<file path="src/rtl/if_stage.sv">
// Instruction-fetch stage: owns the PC, fetches from word-addressed instruction
// memory and registers the word into IF/ID, handling stall, redirect, flush and fetch faults.
module if_stage #(
  parameter logic [31:0] RESET_PC = 32'h0000_3000,
  parameter int unsigned IM_WORDS = 1024
) (
  input  logic        clk,
  input  logic        rst_n,
  output logic [31:0] pc,
  input  logic [31:0] instr,
  input  logic        stall,
  input  logic        redirect,
  input  logic [31:0] redirect_pc,
  input  logic        flush,
  input  logic [31:0] flush_pc,
  output logic [31:0] if_id_instr,
  output logic [31:0] if_id_pc,
  output logic [31:0] if_id_pc4,
  output logic        if_id_valid,
  output logic        if_id_exc
);

  localparam logic [0:0]  RUN       = 1'b0;
  localparam logic [0:0]  FAULT     = 1'b1;
  localparam logic [31:0] WIN_BYTES = 32'(4 * IM_WORDS);

  logic [0:0]  state;
  logic        pend;
  logic [31:0] pend_pc;
  logic [31:0] offset;
  logic [31:0] pc_plus4;
  logic [31:0] next_pc;
  logic        fault;

  // Window test is done on the wrapped offset, so one unsigned compare covers both ends.
  always_comb begin
    offset   = pc - RESET_PC;
    pc_plus4 = pc + 32'd4;
    fault    = (pc[1:0] != 2'b00) || (offset >= WIN_BYTES);
    next_pc  = pc_plus4;
    if (redirect)  next_pc = redirect_pc;
    else if (pend) next_pc = pend_pc;
  end

  always_ff @(posedge clk or negedge rst_n) begin
    if (!rst_n) begin
      pc          <= RESET_PC;
      state       <= RUN;
      pend        <= 1'b0;
      pend_pc     <= '0;
      if_id_instr <= '0;
      if_id_pc    <= '0;
      if_id_pc4   <= '0;
      if_id_valid <= 1'b0;
      if_id_exc   <= 1'b0;
    end else if (flush) begin
      pc          <= flush_pc;
      state       <= RUN;
      pend        <= 1'b0;
      if_id_instr <= '0;
      if_id_valid <= 1'b0;
      if_id_exc   <= 1'b0;
    end else if (stall) begin
      if (redirect) begin
        pend    <= 1'b1;
        pend_pc <= redirect_pc;
      end
    end else if (state == RUN) begin
      if_id_pc    <= pc;
      if_id_pc4   <= pc_plus4;
      if_id_valid <= 1'b1;
      if (fault) begin
        if_id_instr <= '0;
        if_id_exc   <= 1'b1;
        state       <= FAULT;
      end else begin
        if_id_instr <= instr;
        if_id_exc   <= 1'b0;
        pc          <= next_pc;
        pend        <= 1'b0;
      end
    end else begin
      // FAULT: emit bubbles and ignore redirects until a flush arrives.
      if_id_instr <= '0;
      if_id_valid <= 1'b0;
      if_id_exc   <= 1'b0;
    end
  end

endmodule

</file>
<file path="config.mk">
export PLATFORM = sky130hd
export DESIGN_NAME = if_stage
export DESIGN_NICKNAME = d
export VERILOG_FILES = /design/src/rtl/if_stage.sv
export SDC_FILE = /design/constraint.sdc
export NUM_CORES = 1
export LEC_CHECK = 0
export BUFFER_PORTS_ARGS = -buffer_cell sky130_fd_sc_hd__buf_2
export CORE_MARGIN = 5
export CORE_UTILIZATION = 30
export CTS_CLUSTER_SIZE = 20
export DETAILED_ROUTE_END_ITERATION = 8
export PLACE_DENSITY_LB_ADDON = 0.1
export SLEW_MARGIN = 5
export SYNTH_ARGS = -nofsm -noshare
export SYNTH_HDL_FRONTEND = slang
export SYNTH_SLANG_ARGS = --single-unit
</file>
<file path="constraint.sdc">
create_clock -name clk -period 3.36 [get_ports clk]
set_input_delay 0.504 -clock clk [delete_from_list [all_inputs] [get_ports clk]]
set_output_delay 0.504 -clock clk [all_outputs]
set_load 0.02 [all_outputs]
</file>
Word level (Yosys, flattened, before mapping)
Cells that the tools add are included.
{ "classes": {"n_reduce_logical": 6, "add_sub_neg": 2, "muxes": 25, "n_lt_le_gt_ge": 1, "eq_ne": 6, "bitwise_logic": 3} }
{ "op_table": {"columns": ["op", "n"], "rows": [
  ["32-bit 2-to-1 mux", 10],
  ["32-bit by 3-bit adder with 32-bit output, second input constant", 1],
  ["32-bit by 13-bit greater-or-equal comparator with 1-bit output, second input constant", 1],
  ["32-bit by 14-bit subtractor with 32-bit output, second input constant", 1],
  ["1-bit 2-to-1 mux", 15],
  ["3-bit AND reduction", 4],
  ["3-bit inequality test, second input constant", 2],
  ["2-bit inequality test, second input constant", 2],
  ["3-bit by 1-bit inequality test with 1-bit output, second input constant", 1],
  ["1-bit inverter", 3],
  ["2-bit by 1-bit inequality test with 1-bit output, second input constant", 1],
  ["2-bit nonzero test", 1],
  ["1-bit logical OR", 1]
]} }
{ "word_totals": {"output_inout_bits": 130, "in_bits": 101, "reg_bits": 164} }

Longest topological paths before layout
Gate-level depths: netlist (run 1).
{ "depth": {"depth_word": 7, "mapped_depth": 9, "ltp_nobuf": 7} }

Worst setup path after synthesis (run 1)
Ideal clock, no wire load.
{ "synth_path": {"kind": "reg-to-reg", "startpoint": "register pc[21]", "endpoint": "register pc[6]", "slack_ps": 1179, "stages_incl_launch_ff": 8, "arrival_ps": 2049, "n_path_buf": 2, "cell_sequence": "dfrtp_1 buf_6 or4_4 nor4b_4 and3_4 buf_6 mux2i_1 o21ai_1"} }
{ "synth_via": {"elab_chain_len": 5} }
{ "synth_rtl": {"columns": ["element", "line", "source"], "rows": [
  ["start, declared", "9", "output logic [31:0] pc,"],
  ["start signal, assigned", "57", "pc <= flush_pc;"],
  ["start signal, assigned", "79", "pc <= next_pc;"],
  ["32-bit by 14-bit subtractor with 32-bit output", "37", "offset = pc - RESET_PC;"],
  ["32-bit by 13-bit greater-or-equal comparator with 1-bit output", "39", "fault = (pc[1:0] != 2'b00) || (offset >= WIN_BYTES);"],
  ["1-bit logical OR", "39", null],
  ["2-bit inequality test (no source line)", null, null],
  ["3-bit AND reduction (no source line)", null, null]
]} }
Every way passes these cells.
A chain may end at the register's enable or synchronous reset.

Worst setup path in the final report (run 1)
{ "layout_path": {"startpoint": "register pc[12]", "endpoint": "register pc[20]"} }
{ "layout_via": {"elab_chain_len": 7, "elab_cells_between_ends": 12} }
{ "layout_rtl": {"columns": ["element"], "rows": [
  ["parallel branches: the longest is 7 deep, another holds 32-bit by 14-bit subtractor with 32-bit output"]
]} }
Several ways; the timed one is not identified. The select of a mux whose other input is x is not followed.

==> impl_metrics.csv, run 1 <==
group,metric,value,unit
run_status,status,"finished clean",
clocking,h-tree-depth,4,
logic_synthesis,synth_xor_xnor_area_share,3.42,%
drt,drt-vias-per-instance,4.95,
clocking,cts-hold-fix-buffers,0,
clocking,cts_root_buf,"clkbuf_16",
clocking,cts_tree,"done",
logic_synthesis,synth-seq-area-share,52.8,%
logic_synthesis,syn_nets,861,
die,io_pins,231,
critical_path,crit_family,"simple AND/OR/NAND/NOR gates",
placement,place_congestion,0.826,
sta,min_period,2810,ps
logic_synthesis,synthAdderAreaFrac,0.325,%
critical_path,crit_type,"reg -> reg",
logic_synthesis,synth_largest_area_cell,"dfrtp_1",
placement,dp_worst_setup_slack,563,ps
critical_path,critPathMaxFanout,12,
grt,grt.overflow.total,0,
critical_path,crit_path_start_kind,"register",
logic_synthesis,synth_area_leaders,"dfrtp_1, nand2_1, mux2_2",
hold_path,hp-class,"in -> async",
placement,io_buffers,230,
logic_synthesis,async_reset_ff_share,100,%
sta,slew_viol_final,0,
logic_synthesis,dominantRegCellSynth,"dfrtp_1",
placement,numPlacedInstances,1272,
logic_synthesis,synth-simple-area-share,16.6,%
sta,fin_skew,15.8,ps
critical_path,slowest_delay,600,ps
sta,setup_tns,0,ps
sta,hold_viol,0,
finish,area_growth_syn_to_layout,25.9,%
finish,antenna_cells,0,
drt,drc,0,
logic_synthesis,synth_edf_count,0,
critical_path,crit_path_end_kind,"register",
grt,grt_pass1_vias,6506,
logic_synthesis,synth_area,0.00769,sq mm
drt,antenna_left,0,
logic_synthesis,yosys-mux-area-fraction,6.14,%
clocking,clockBufferDepth,2,
clocking,numCtsBuffers,17,
sta,period_share,83.5,%
finish,nets,1064,
grt,grtUsageTotal,17.7,%
logic_synthesis,synth_top_area_share,52.1,%
logic_synthesis,ys_ff_latch,162,
clocking,cts_resized,0,
grt,grt_max_degree,78,
clocking,clock_latency,430,ps
critical_path,arrival,3070,ps
critical_path,path_buf_inv,0,
power_and_ir_drop,power_leakage,4.74,nW
drt,vias,6453,
sta,worst_pin_slew,757,ps
clocking,cts.sinks,162,
logic_synthesis,synth_compound_area_share,16.1,%
grt,grt_pass1_wl,39.7,mm
drt,wl_per_cell,19.7,um
die,die_h,170,um
die,core_area,0.0252,sq mm
die,dieArea,0.0289,sq mm
logic_synthesis,synth_top_family_by_area,"simple AND/OR/NAND/NOR gates",
die,initial_core_util,30.5,%
clocking,post-cts-setup-buffers,0,
sta,max_freq,356,MHz
finish,mostFrequentLayoutCell,"buf_2",
power_and_ir_drop,ir_drop,0.246,mV
logic_synthesis,synthCells,758,
die,core.rowCount,58,
logic_synthesis,yosysWarnings,0,
power_and_ir_drop,p_per_area,556,mW/mm^2
placement,dpl.hpwl,18.6,mm
critical_path,slowest_stage,"dfstp_2",
sta,slew-limit-headroom,49.4,%
job,cap_violations,0,
finish,mostFrequentLayoutCells,"buf_2, nand2_1, dfrtp_1",
sta,fin_ws,555,ps
logic_synthesis,syn_avg_cell_area,10.1,sq um
critical_path,rrSetupSlack,550,ps
sta,rsz0062_at_grt,"false",
grt,antenna_found_initial,3,
logic_synthesis,synth.distinct_cells,65,
drt,dr.pass1.iters,5,
clocking,clkSlewWorstSetupHoldPaths,70,ps
drt,finalWirelength,25.7,mm
drt,drtIter0Drc,350,
critical_path,cp_cell_sequence,"nor4bb_1 -> nand4_1 -> nor4_4 -> nor2_1 -> a21oi_1 -> o22ai_1",
finish,drive_gt1_share,36.7,%
finish,stdcell_count,1304,
critical_path,crit_required,3630,ps
die,die_width,170,um
sta,setup_viol,0,
synth_stat cells (5+ instances only):
cell / n
nor3_1: 9
a22oi_1: 5
nand3_1: 12
buf_6: 6
nor4_1: 8
a21oi_1: 14
o21ai_0: 43
inv_1: 13
a31oi_1: 6
buf_4: 6
nand2b_1: 9
nand2_1: 174
xnor2_1: 18
buf_2: 5
nand4_1: 12
xor2_1: 12
o21a_1: 7
nor2_1: 25
mux2i_1: 10
clkbuf_1: 39
and4_1: 6
mux2_2: 33
dfrtp_1: 160
o31a_1: 7
o21ai_1: 5
a22o_2: 30
a211oi_1: 5
buf_1: 6
a22o_1: 12
registers in the layout, indices dropped and copies added, names as in the netlist:
| name | flops |
|---|---|
| if_id_exc | 1 |
| if_id_valid | 1 |
| if_id_instr | 32 |
| pend | 1 |
| if_id_pc4 | 30 |
| pend_pc | 32 |
| pc | 32 |
| if_id_pc | 32 |
| state | 1 |
power breakdown:
| group | switching, W | internal [W] |
|---|---|---|
| Clock | 0.000885 | 0.000994 |
| Sequential | 0.000211 | 0.00221 |
| Combinational | 0.000681 | 0.000404 |
cell type report:
type                       instances  area [sq um]
sequential                       162          4060
tap                              330           413
inverter                          14          52.6
timing repair buffer             246          1300
fill                            2575         15500
clock buffer                      19           443
multi-input combinational        520          3300
clock inverter                    13           118
through the flow:
stage / area, sq um / utilization (%) / total power, W / hold slack (ps)
2_1_floorplan: 7690 / - / 0.00307 / 208
5_1_grt: 9680 / 38.4 / 0.00568 / 165
4_1_cts: 9680 / 38.4 / 0.00547 / 128
3_3_place_gp: 9120 / 36.2 / 0.00355 / 456
6_report: 9680 / 38.4 / 0.00538 / 110
3_5_place_dp: 9120 / 36.2 / 0.00356 / 457
worst paths after layout:
check                           cells after the start         endpoint          from
worst max-delay path                                6           pc[20]        pc[12]
worst min-delay path                                1  if_id_instr[10]         rst_n
worst max register to register                      6           pc[20]        pc[12]
worst min register to register                      2     if_id_pc[19]  if_id_pc[19]
max in group asynchronous                           2           pc[23]         rst_n
min in group clk                                    3           pc[10]  flush_pc[10]
cell families after synthesis:
group | after synthesis
simple gates | 276
compound gates | 169
flops | 162
buf+inv | 76
mux | 43
xor+xnor | 30
fa+ha+maj | 2
layer usage:
| metal | track usage, % | vias to the layer above | wire (um) |
|---|---|---|---|
| li1 | - | 3073 | - |
| met1 | 25.6 | 3154 | 12300 |
| met2 | 26.7 | 196 | 11500 |
| met3 | 3.88 | 24 | 1490 |
| met4 | 5.10 | 6 | 401 |
| met5 | 0 | - | 39 |
Power figures use the tool's default switching activity.
==> run 2: changes to the inputs <==
clock period = 2.65 ns   (was 3.36 ns; I/O delays follow)
==> run 2 against run 1 <==
  * Hold slack better by 70 ps
  * Final cell count is 2.0% higher
  * Largest cell class unchanged
  * Die area stayed put
  * Non-clock buffer count is 24 higher
  * Register-to-register slack worse by 300 ps
  * Highest routed layer unchanged
  * Final area is 2.8% higher
  * Combinational power is 37% higher
  * Critical path depth stayed put
  * Routed wire length is 1.0% higher
  * Core utilization is 1.1 points higher
==> impl_metrics.csv, run 2 (same netlist as run 1, synthesis figures left out) <==
group,metric,value,unit
finish,area_growth_syn_to_layout,29.4,%
hold_path,min_from,"flush_pc[11]",
die,core.rowCount,58,
power_and_ir_drop,p_seq_share,42.6,%
critical_path,crit_path_start_kind,"register",
critical_path,crit_path_end_kind,"register",
drt,vias,6512,
sta,fin_ws,257,ps
sta,slew_viol_final,0,
clocking,post-cts-setup-buffers,0,
clocking,cts.sinks,162,
placement,dpl.hpwl,18.8,mm
clocking,clockBufferDepth,2,
power_and_ir_drop,p_per_area,711,mW/mm^2
clocking,numCtsBuffers,17,
clocking,cts_resized,0,
finish,drive_gt1_share,38.2,%
power_and_ir_drop,power_leakage,4.90,nW
clocking,h-tree-depth,4,
finish,nets,1088,
drt,wl_met3,1.68,mm
grt,grt_pass1_vias,6655,
die,dieArea,0.0289,sq mm
job,cap_violations,0,
grt,grt_pass1_wl,40.1,mm
placement,place_congestion,0.822,
hold_path,hold_depth,2,
clocking,clkSlewWorstSetupHoldPaths,70,ps
placement,dp_worst_setup_slack,294,ps
clocking,cts-hold-fix-buffers,1,
grt,grt_max_degree,70,
die,die_width,170,um
sta,period_share,90.3,%
run_status,status,"finished clean",
power_and_ir_drop,p_int,0.00480,W
drt,top_layer,"met5",
finish,fin_util,39.5,%
sta,hold_viol,0,
die,initial_core_util,30.5,%
drt,wl_met2,11.8,mm
sta,min_period,2390,ps
critical_path,crit_required,2910,ps
critical_path,crit_start,"pc[21]",
drt,finalWirelength,26.0,mm
critical_path,rrSetupSlack,260,ps
critical_path,crit_type,"reg -> reg",
critical_path,reg2reg_depth,6,
die,die_h,170,um
drt,drc,0,
clocking,cts_tree,"done",
die,io_pins,231,
placement,io_buffers,230,
hold_path,hp-class,"in -> reg",
sta,setup_tns,0,ps
finish,mostFrequentLayoutCell,"buf_2",
drt,drtIter0Drc,486,
grt,grt.overflow.total,0,
grt,antenna_found_initial,3,
grt,grtUsageTotal,17.8,%
power_and_ir_drop,power.switching,0.00228,W
die,core_area,0.0252,sq mm
sta,worst_pin_slew,794,ps
finish,final_cell_area,0.00995,sq mm
drt,wl_per_cell,19.5,um
finish,mostFrequentLayoutCells,"buf_2, nand2_1, dfrtp_1",
hold_path,hold_path_end,"pc[11]",
sta,max_freq,418,MHz
critical_path,arrival,2660,ps
critical_path,timing.rr.end,"pc[20]",
clocking,cts_root_buf,"clkbuf_16",
power_and_ir_drop,combinationalPowerShare,20.9,%
placement,placed_area,0.00933,sq mm
sta,rsz0062_at_grt,"false",
sta,fin_skew,11.1,ps
sta,setup_viol,0,
power_and_ir_drop,switching_share,32.2,%
drt,antenna_left,0,
sta,slew-limit-headroom,46.9,%
critical_path,critPathMaxFanout,12,
drt,drt-vias-per-instance,4.90,
drt,met1_length,12.2,mm
drt,dr.pass1.iters,5,
critical_path,r2r_start,"pc[21]",
power_and_ir_drop,clkPwrFrac,36.5,%
clocking,clock_latency,430,ps
power_and_ir_drop,ir_drop,0.422,mV
==> run 2: cell types whose count changed in the layout (fill, tap and decap cells not counted) <==
cell           before  now
clkinv_4            3    2
inv_8               3    1
clkinvlp_4          3    2
dlygate4sd3_1       0    1
inv_6               4    7
bufinv_16           0    2
clkbuf_1            1    0
diode_2             0    2
buf_12              2    5
buf_4              14   34
==> run 2: cell type report <==
class | count | area (sq um)
Clock buffer | 18 | 439
Timing Repair Buffer | 270 | 1520
Fill cell | 2577 | 15200
Multi-Input combinational cell | 520 | 3300
Tap cell | 330 | 413
Sequential cell | 162 | 4060
Antenna cell | 2 | 5.00
Inverter | 14 | 52.6
Clock inverter | 14 | 165
==> run 2: worst max-delay path by stage <==
stage | slack, ps | to
5_1_grt | 40 | pc[20]
4_1_cts | 270 | pc[16]
3_5_place_dp | 290 | pc[16]
2_1_floorplan | 470 | pc[6]
3_3_place_gp | 290 | pc[22]
6_report | 260 | pc[20]
==> run 2: routing by layer <==
metal / track usage (%) / up-vias
li1: - / 3121
met1: 24.8 / 3153
met2: 28.1 / 211
met3: 4.39 / 23
met4: 4.41 / 4
met5: 0 / -
==> run 2: power groups by stage <==
stage,clock network (W),registers (W),logic (W)
final,0.00258,0.00301,0.00148
after global routing,0.00276,0.00306,0.00163
after CTS,0.00266,0.00302,0.00151
after detailed placement,0,0.00306,0.00150
after global placement,0,0.00306,0.00150
after floorplan,0,0.00330,0.000587
==> run 2: per-stage QoR <==
step	std cells	total power, W	hold slack, ps
after global routing	1329	0.00745	163
after floorplan	758	0.00389	102
final	1330	0.00708	180
after global placement	1295	0.00455	425
after CTS	1328	0.00718	165
after detailed placement	1295	0.00456	430
==> run 2: critical path, cell delays in order, from the launching register on <==
cell and delay [ps]:
dfrtp_1 550, nor4_1 510, nand4_1 210, nor4_4 340, nor2_1 240, a21oi_1 270, o22ai_1 110
